**config.mk**
```make
export PLATFORM = sky130hd
export DESIGN_NAME = line_unpacker
export DESIGN_NICKNAME = d
export VERILOG_FILES = /design/src/rtl/compress_pkg.sv /design/src/rtl/window_extractor.sv /design/src/rtl/line_unpacker.sv
export SDC_FILE = /design/constraint.sdc
export NUM_CORES = 1
export LEC_CHECK = 0
export CAP_MARGIN = 10
export CORE_MARGIN = 2
export CORE_UTILIZATION = 30
export DETAILED_ROUTE_END_ITERATION = 10
export PLACE_DENSITY = 0.47
export SETUP_SLACK_MARGIN = 0.4
export SYNTH_ARGS = -nofsm -noshare
export SYNTH_HDL_FRONTEND = slang
export SYNTH_HIERARCHICAL = 1
export SYNTH_SLANG_ARGS = --single-unit
```
**constraint.sdc**
```tcl
create_clock -name i_clk -period 15.5 [get_ports i_clk]
set_input_delay 3.875 -clock i_clk [delete_from_list [all_inputs] [get_ports i_clk]]
set_output_delay 3.875 -clock i_clk [all_outputs]
set_load 0.1 [all_outputs]
```
**src/rtl/compress_pkg.sv**
```systemverilog
// compress_pkg: shared widths, state encoding and bit-count clamp for the line unpacker
package compress_pkg;
  localparam int CACHE_LINE_DEF = 128;
  localparam int WORD_SIZE_DEF = 64;
  typedef enum logic [1:0] {IDLE, ACTIVE, DONE} state_t;
  function automatic logic [7:0] clamp_bits(input logic [7:0] bits, input int cap);
    return (32'(bits) > cap) ? 8'(cap) : bits;
  endfunction
endpackage

```
**src/rtl/window_extractor.sv**
```systemverilog
// window_extractor: MSB-aligned WORD_SIZE window at ptr, bits at or past the valid count read as 0
import compress_pkg::*;
module window_extractor #(
  parameter int CACHE_LINE = CACHE_LINE_DEF,
  parameter int WORD_SIZE = WORD_SIZE_DEF
) (
  input  logic [CACHE_LINE-1:0] line,
  input  logic [7:0]            ptr,
  input  logic [7:0]            bits,
  output logic [WORD_SIZE-1:0]  window
);
  logic [CACHE_LINE-1:0] shifted;
  logic [7:0]            avail;
  logic [WORD_SIZE-1:0]  mask;
  always_comb begin
    shifted = line << ptr;
    avail = (bits > ptr) ? bits - ptr : 8'd0;
    mask = (32'(avail) >= WORD_SIZE) ? '1 : ~({WORD_SIZE{1'b1}} >> avail);
    window = shifted[CACHE_LINE-1 -: WORD_SIZE] & mask;
  end
endmodule

```
**src/rtl/line_unpacker.sv**
```systemverilog
// line_unpacker: holds one compressed line and feeds a bit window to a variable-length decoder
import compress_pkg::*;
module line_unpacker #(
  parameter int CACHE_LINE = CACHE_LINE_DEF,
  parameter int WORD_SIZE = WORD_SIZE_DEF
) (
  input  logic                  i_clk,
  input  logic                  i_reset,
  input  logic                  i_line_valid,
  output logic                  o_line_ready,
  input  logic [CACHE_LINE-1:0] i_line_data,
  input  logic [7:0]            i_line_bits,
  output logic [WORD_SIZE-1:0]  o_window,
  output logic                  o_window_valid,
  input  logic                  i_consume_valid,
  input  logic [6:0]            i_consume_len,
  output logic [7:0]            o_remaining,
  output logic [3:0]            o_word_count,
  output logic                  o_line_done,
  output logic                  o_overrun
);
  state_t                state_q, state_d;
  logic [CACHE_LINE-1:0] line_q, line_d;
  logic [7:0]            bits_q, bits_d, ptr_q, ptr_d, sum;
  logic [3:0]            wc_q, wc_d;
  logic                  ovr_q, ovr_d, load, take;
  always_comb begin
    load = state_q == IDLE && i_line_valid;
    take = state_q == ACTIVE && i_consume_valid && i_consume_len != 7'd0;
    sum = ptr_q + {1'b0, i_consume_len};
    state_d = state_q;
    line_d = line_q;
    bits_d = bits_q;
    ptr_d = ptr_q;
    wc_d = wc_q;
    ovr_d = ovr_q;
    if (load) begin
      line_d = i_line_data;
      bits_d = clamp_bits(i_line_bits, CACHE_LINE);
      ptr_d = 8'd0;
      wc_d = 4'd0;
      ovr_d = 1'b0;
      state_d = (bits_d == 8'd0) ? DONE : ACTIVE;
    end else if (take) begin
      // a code running past the end pins ptr at bits so remaining reads 0
      ptr_d = (sum >= bits_q) ? bits_q : sum;
      wc_d = (wc_q == 4'hF) ? wc_q : wc_q + 4'd1;
      ovr_d = sum > bits_q;
      state_d = (sum >= bits_q) ? DONE : ACTIVE;
    end else if (state_q == DONE) begin
      state_d = IDLE;
    end
  end
  always_ff @(posedge i_clk or posedge i_reset) begin
    if (i_reset) begin
      state_q <= IDLE;
      line_q <= '0;
      bits_q <= 8'd0;
      ptr_q <= 8'd0;
      wc_q <= 4'd0;
      ovr_q <= 1'b0;
    end else begin
      state_q <= state_d;
      line_q <= line_d;
      bits_q <= bits_d;
      ptr_q <= ptr_d;
      wc_q <= wc_d;
      ovr_q <= ovr_d;
    end
  end
  window_extractor #(.CACHE_LINE(CACHE_LINE), .WORD_SIZE(WORD_SIZE)) u_win (
    .line(line_q),
    .ptr(ptr_q),
    .bits(bits_q),
    .window(o_window)
  );
  assign o_line_ready = state_q == IDLE;
  assign o_window_valid = state_q == ACTIVE;
  assign o_line_done = state_q == DONE;
  assign o_remaining = (state_q == IDLE) ? 8'd0 : bits_q - ptr_q;
  assign o_word_count = wc_q;
  assign o_overrun = ovr_q;
endmodule

```
==> Word level (Yosys, flattened, before mapping) <==
Cells that the tools add are included.
{ "totals": {"regBits": 151, "out_inout_bits": 80, "word_cells": 48} }
{ "classes": {"addsub": 3, "magnitude_cmp": 5, "n_eq_ne": 4, "shift": 2, "n_mux": 17, "bitwise": 2, "n_reduce_logical": 9} }
{ "op_table": {"columns": ["op", "n"], "rows": [
  ["<< shifter 128 x 8 -> 128 bit", 1],
  ["bitwise AND 64 bit", 1],
  ["two-way mux 64 bit", 1],
  ["NOT 64 bit", 1],
  ["right shift 64 x 8 -> 64 bit, first input constant", 1],
  ["two-way mux 8 bit", 6],
  ["> comparator 8 bit", 2],
  ["two-way mux 4 bit", 3],
  ["two-way mux 2 bit", 5],
  ["adder 8 x 7 -> 8 bit", 1],
  [">= comparator 8 x 7 -> 1 bit, second input constant", 1],
  [">= comparator 8 bit", 1],
  ["> comparator 8 bit, second input constant", 1],
  ["zero test 8 bit", 1],
  ["subtractor 8 bit", 1],
  ["nonzero test 7 bit", 1],
  ["adder 4 x 1 -> 4 bit, second input constant", 1],
  ["equality test 4 bit, second input constant", 1],
  ["logical AND 1 bit", 3],
  ["nonzero test 3 bit", 1],
  ["equality test 2 x 1 -> 1 bit, second input constant", 1],
  ["equality test 2 bit, second input constant", 1],
  ["zero test 2 bit", 1],
  ["two-way mux 1 bit", 2],
  ["3 further kinds", 3]
]} }

==> Depth between registers and ports, before layout <==
Gate-level depths: netlist (run 1).
{ "logic_depth": {"depth_word": 6, "mapped_depth": 16} }

==> Cells and area by module <==
Netlist (run 1), hierarchy kept.
{ "modules_own_cells": {"columns": ["mod", "n_inst", "cells_each", "area_per_inst_um2", "seq_area_each_um2"], "rows": [
  ["window_extractor", 1, 1533, 11252.0, 0.0],
  ["line_unpacker", 1, 759, 6678.9, 3778.6]
]} }

==> Least setup slack after synthesis (run 1) <==
No wires, ideal clock.
{ "synth_timing": {"kind": "reg-to-output", "start": "reg ptr_q[3]", "end": "out o_window[61]", "arrival_time_ns": 8.087, "required_ns": 11.625, "slack_ns": 3.538, "path_stages_with_launch": 15, "cell_sequence": "dfrtp_1 > buf_2 > inv_2 > buf_1 > clkbuf_1 > clkbuf_1 > ha_1 > and3_1 > a221o_1 > nand3_1 > a21o_1 > nand3_1 > o21ai_1 > nor3b_1 > a2111oi_0"} }
{ "synth_via": {"elab_chain_len": 6, "word_cells_on_any_way": 9, "classes_between": "add/sub: 1; order compare: 2; shift: 2; mux: 2; bitwise: 2"} }
{ "synth_lines": {"columns": ["element", "line_no", "source"], "rows": [
  ["start, declared", "line_unpacker.sv:24", "logic [7:0] bits_q, bits_d, ptr_q, ptr_d, sum;"],
  ["start signal, assigned", "line_unpacker.sv:66", "ptr_q <= ptr_d;"],
  ["subtractor 8 bit or > comparator 8 bit (tied branches)", "window_extractor.sv:17", "avail = (bits > ptr) ? bits - ptr : 8'd0;"],
  ["two-way mux 8 bit", "window_extractor.sv:17", null],
  ["right shift 64 x 8 -> 64 bit", "window_extractor.sv:18", "mask = (32'(avail) >= WORD_SIZE) ? '1 : ~({WORD_SIZE{1'b1}} >> avail);"],
  ["NOT 64 bit", "window_extractor.sv:18", null],
  ["two-way mux 64 bit", "window_extractor.sv:18", null],
  ["bitwise AND 64 bit (*)", "window_extractor.sv:19", "window = shifted[CACHE_LINE-1 -: WORD_SIZE] & mask;"],
  ["end, declared", "line_unpacker.sv:13", "output logic [WORD_SIZE-1:0] o_window,"]
]} }
Every way passes the cells marked *; elsewhere a longest branch is shown, timed or not.

==> Worst setup path after layout (run 1) <==
{ "layout_timing": {"start": "reg ptr_q[5]", "end": "out o_window[25]"} }
Same word-level chain as after synthesis.

==> results.toml, run 1 <==
[synth]
synth-compound-area-share_pct = 19.88
yosysUniqueCellTypes = 89
synth_warnings = 6
syn_inst = 2292
ys_seq_area_share_pct = 21.07
synthArstFlopShare_pct = 100.0
syn-num-nets = 2473
yosys.area_share.xor_xnor_pct = 0.6350
muxShareOfSynthArea_pct = 26.77
ys.flop_type = "dfrtp_1"
synth_top_family_by_area = "multiplexers"
synth_fa_ha_area_share_pct = 2.498
avgSynthCellArea_sq_um = 7.823
synth.largest_area_cell = "dfrtp_1"
yosysTopAreaCellShare_pct = 21.07
synth_edf_count = 0
synth_area_sq_um = 17930
yosys.area_share.simple_pct = 23.33
netlist_top_cells_area = "dfrtp_1, mux4_2, nand2_1, mux2i_1, mux2_2"
ys_ff_latch = 151

[floorplan]
start_util_pct = 30.38
dieArea_sq_um = 61740
die_h_um = 248.5
die_w_um = 248.5
io_pins = 227
rows = 89
coreArea_sq_um = 59020

[final_layout]
area_growth_syn_to_layout_pct = 18.69
fin_nets = 2572
drive_above_1_share_pct = 12.90
fin_area_sq_um = 21280

[global_routing]
grt_usage_pct = 27.70
grt_max_degree = 140
gr-total-overflow = 0
antenna_found_initial = 3
grt_pass1_wl_um = 129100
grt_pass1_vias = 18200

[drt]
via_count = 19320
drt-pass1-iter-count = 8
via_per_inst = 6.079
drcViolationCount = 0
wl_per_cell_um = 27.63
wl_um = 87800
final_antenna_net_count = 0
drt_iter0_markers = 2276

[clocking]
clock_path_buffers = 2
holdBufCountCts = 0
cts_setup_buffers = 0
clk_latency_ns = 0.45
ctsResizeCount = 0
clkTransAtPathRegs_ns = 0.07
cts_sinks = 151
clockRootBuffer = "clkbuf_16"
htree_num_levels = 4
cts_buffers = 17
cts_tree = "done"

[hold_path]
hp-class = "register to register"

[timing]
setup_tns_ns = 0
rsz0062_at_grt = "no"
setup_violations = 0
hold_violations = 0
finClkSkew_ns = 0.01284
min_period_ns = 9.934
relSlewSlack_pct = 17.59
finalCritPeriodShare_pct = 64.09
tightest_slew_ns = 1.232
clock.fmax_mhz = 100.7
whs_ns = 0.5159
drv_slew = 0

[worst_setup_path]
timing.rr.end = "ptr_q[7]"
cp-start-kind = "register"
rrSetupSlack_ns = 11.10
r2r_start = "ptr_q[0]"
crit_chain = "buf_4, clkinv_1, buf_4, ha_1, and4_1, o21ai_0, and4_1, or3_1, o21ai_0, o211ai_1, o211ai_1, nor2_1, clkdlybuf4s50_1"
required_ns = 11.62
critPathBufInv = 4
crit_slowest_cell = "clkdlybuf4s50_1"
cp.depth = 13
critPathKind = "register to primary output"
cp_max_fo = 62
critPathCapture = "o_window[25]"
crit_path_start = "ptr_q[5]"
reg2reg_depth = 15
crit_family = "buffers and inverters"
end_kind = "primary output"
critPathMaxStageDelay_ns = 0.98
cp.arrival_ns = 6.06

[run_status]
status = "complete, no violations"

[placement]
place_area_sq_um = 20620
dpl.hpwl_um = 68700
gp_routability_congestion = 0.9908
portBuffers = 226

[job]
maxCapViolCount = 0
-- cell families (layout without fill, tap and decap cells) --
kind of cell | count (synthesis) | in the layout
other | 0 | 2
xor gates and xnor gates | 13 | 13
and+or+nand+nor | 1003 | 1003
DFF | 151 | 151
buffers and inverters | 226 | 337
muxes | 312 | 312
AOI/OAI and AO/OA | 553 | 553
adders and majority gates | 34 | 34
-- layer usage --
layer  vias up  routed length, um  global-route usage, %
li1       8559                  -                      -
met1      9617              39670                  40.05
met2      1014              37680                  41.21
met3       128               7594                  5.527
met4         2               2841                  8.828
met5         -                  8                      0
-- layout make-up --
type                       count  area, sq um
clock buffer                  24        491.7
inverter                      41        158.9
tap                          773        967.2
fill                        6263        37740
multi-input combinational   1915        13130
timing repair buffer         265         2567
clock inverter                 7        165.2
sequential                   151         3799
antenna                        2        5.005
-- synth_stat cells, types with 12 or more instances --
cell type and count:
a211oi_1 36, a21o_1 12, a21oi_1 141, a221oi_1 21, a22oi_1 17, a31oi_1 14, buf_1 28, buf_2 56
buf_6 12, clkbuf_1 80, dfrtp_1 151, ha_1 31, inv_1 36, mux2_2 80, mux2i_1 106, mux4_2 126
nand2_1 649, nand2b_1 13, nand3_1 44, nor2_1 168, nor2b_1 20, nor3_1 43, o211ai_1 18, o21a_1 13
o21ai_0 149, o221ai_1 13, o22ai_1 31, o31ai_1 12
-- worst min-delay path, stage by stage, from the launching register on --
cell and delay [ns]:
dfrtp_1 0.37, nand2_1 0.06, nand2_1 0.06
-- placed cells by master (no fill, tap or decap), types with 44 or more instances in the layout --
cell,count
a21oi_1,141
clkdlybuf4s50_1,226
dfrtp_1,145
mux2_2,80
mux2i_1,106
mux4_2,126
nand2_1,648
nand3_1,44
nor2_1,167
o21ai_0,148
-- per-stage QoR --
| stage | util [%] | instances | setup WS [ns] |
|---|---|---|---|
| after floorplan | - | 2292 | 3.538 |
| after global placement | 34.94 | 3145 | 5.996 |
| after detailed placement | 34.94 | 3145 | 6.142 |
| after CTS | 36.05 | 3176 | 5.611 |
| after global routing | 36.05 | 3176 | 5.358 |
| final | 36.06 | 3178 | 5.566 |
-- sequential cells by signal, indices dropped and copies added, names as in the netlist --
register,cells
line_q,128
bits_q,8
ptr_q,8
o_word_count,4
state_q,2
o_overrun,1
-- how the worst min path moves through the flow --
stage	start	end	depth (start not counted)
floorplan	line_q[127]	line_q[127]	2
global placement	line_q[123]	line_q[123]	2
detailed placement	line_q[123]	line_q[123]	2
CTS	line_q[123]	line_q[123]	2
global route	line_q[123]	line_q[123]	2
finish	line_q[123]	line_q[123]	2
Power of run 1 is not shown: default switching activity piles up to over one toggle a cycle in this logic, so the estimate is an artifact.
==> run 2, diff against run 1 <==
Clock period 15.5 ns to 9.4 ns, I/O delays scaled along.
==> run 2 against run 1 <==
  * Flip-flop and latch count is the same
  * Clock-buffer cell count is 3 lower
  * Die area unchanged
  * Worst hold slack worse by 0.011 ns
  * Highest routed layer unchanged
==> results.toml, run 2 (same netlist as run 1, synthesis figures left out) <==
[clocking]
holdBufCountCts = 0
cts_sinks = 151
clockRootBuffer = "clkbuf_16"
clock_path_buffers = 2
cts_setup_buffers = 0
clk_latency_ns = 0.46
cts_buffers = 17
clkTransAtPathRegs_ns = 0.06
cts_tree = "done"
ctsResizeCount = 0
htree_num_levels = 4

[global_routing]
grt_pass1_wl_um = 127400
grt_max_degree = 159
gr-total-overflow = 0
grt_pass1_vias = 18380
grt_usage_pct = 27.45
antenna_found_initial = 9

[floorplan]
dieArea_sq_um = 61740
rows = 89
die_h_um = 248.5
io_pins = 227
coreArea_sq_um = 59020
die_w_um = 248.5
start_util_pct = 30.38

[timing]
setup_violations = 0
finalCritPeriodShare_pct = 83.98
hold_violations = 0
rsz0062_at_grt = "no"
min_period_ns = 7.894
clock.fmax_mhz = 126.7
tightest_slew_ns = 1.483
drv_slew = 0
setup_tns_ns = 0
relSlewSlack_pct = 1.161
finClkSkew_ns = 0.02182
whs_ns = 0.5046

[final_layout]
layout_common_cells = "nand2_1, clkdlybuf4s50_1, nor2_1"
area_growth_syn_to_layout_pct = 17.58
largest_reg_flops = 128
fin_nets = 2574
top_register = "line_q"
drive_above_1_share_pct = 15.46
final_common_cell = "nand2_1"
reg_top3 = "line_q (128), bits_q (8), ptr_q (8)"

[worst_setup_path]
critPathMaxStageDelay_ns = 1.18
reg2reg_depth = 14
cp-start-kind = "register"
end_kind = "primary output"
worst_path_most_repeated_cell = "o21ai_0"
crit_slowest_cell = "clkdlybuf4s50_1"
rrSetupSlack_ns = 4.98
critPathKind = "register to primary output"
cp_max_fo = 48
required_ns = 7.05
cp.arrival_ns = 5.54
crit_chain = "inv_2, ha_1, nor2b_1, o31a_1, a21oi_1, nand2_1, o21ai_0, o21ai_0, nor2_1, clkdlybuf4s50_1"

[placement]
portBuffers = 226
dpl.hpwl_um = 67950
gp_routability_congestion = 1.005

[hold_path]
hp-class = "register to register"
min_delay_path_depth = 2

[drt]
final_antenna_net_count = 0
wl_per_cell_um = 27.35
wl_um = 87010
via_count = 19140
drt_iter0_markers = 2105
drt-pass1-iter-count = 6
via_per_inst = 6.017
drcViolationCount = 0

[job]
maxCapViolCount = 0

[run_status]
status = "complete, no violations"
[run 2: cell count changes in the layout (fill, tap and decap cells not counted), moves of 2 or more]
cell,previous run,this run
clkbuf_8,4,2
bufinv_16,5,1
clkinv_4,0,3
clkinv_2,0,3
clkinvlp_4,2,4
clkdlybuf4s50_1,226,168
buf_4,38,96
buf_12,1,3
[run 2: worst paths after layout]
| check | endpoint | start |
|---|---|---|
| setup / recovery | o_window[36] | ptr_q[1] |
| hold reg to reg | line_q[126] | line_q[126] |
| min in group asynchronous | line_q[57] | i_reset |
| hold / removal | line_q[126] | line_q[126] |
| max in group asynchronous | ptr_q[4] | i_reset |
| setup reg to reg | ptr_q[7] | ptr_q[1] |
[run 2: layer usage]
layer	global-route usage, %	part of all wire (%)	vias up
met1	38.18	44	9494
met5	0	0.072	-
met4	9.889	3.5	8
met3	8.301	10	141
met2	40.01	43	939
li1	-	-	8557
[run 2: critical path, delay by kind of cell (launching register included)]
| kind | cells | cell delay (ns) |
|---|---|---|
| AOI/OAI and AO/OA | 4 | 1.46 |
| adders and majority gates | 1 | 0.45 |
| buffers and inverters | 2 | 1.66 |
| and+or+nand+nor | 3 | 0.60 |
| DFF | 1 | 0.91 |
[run 2: final cells by class]
type,count,area (sq um)
antenna,2,5.005
clock buffer,21,460.4
clock inverter,11,101.3
fill,6270,37940
inverter,41,158.9
multi-input combinational,1915,13130
sequential,151,3799
tap,773,967.2
timing repair buffer,267,2462
[run 2: metrics by stage]
stage / std cells / utilization (%) / setup slack [ns] / area, sq um
6_report: 3181 / 35.72 / 1.506 / 21080
5_1_grt: 3179 / 35.71 / 1.119 / 21080
4_1_cts: 3179 / 35.71 / 1.502 / 21080
3_5_place_dp: 3147 / 34.76 / 2.030 / 20520
3_3_place_gp: 3147 / 34.76 / 2.079 / 20520
2_1_floorplan: 2292 / - / 0.5490 / 17940
Power of run 2 is left out for the same reason.
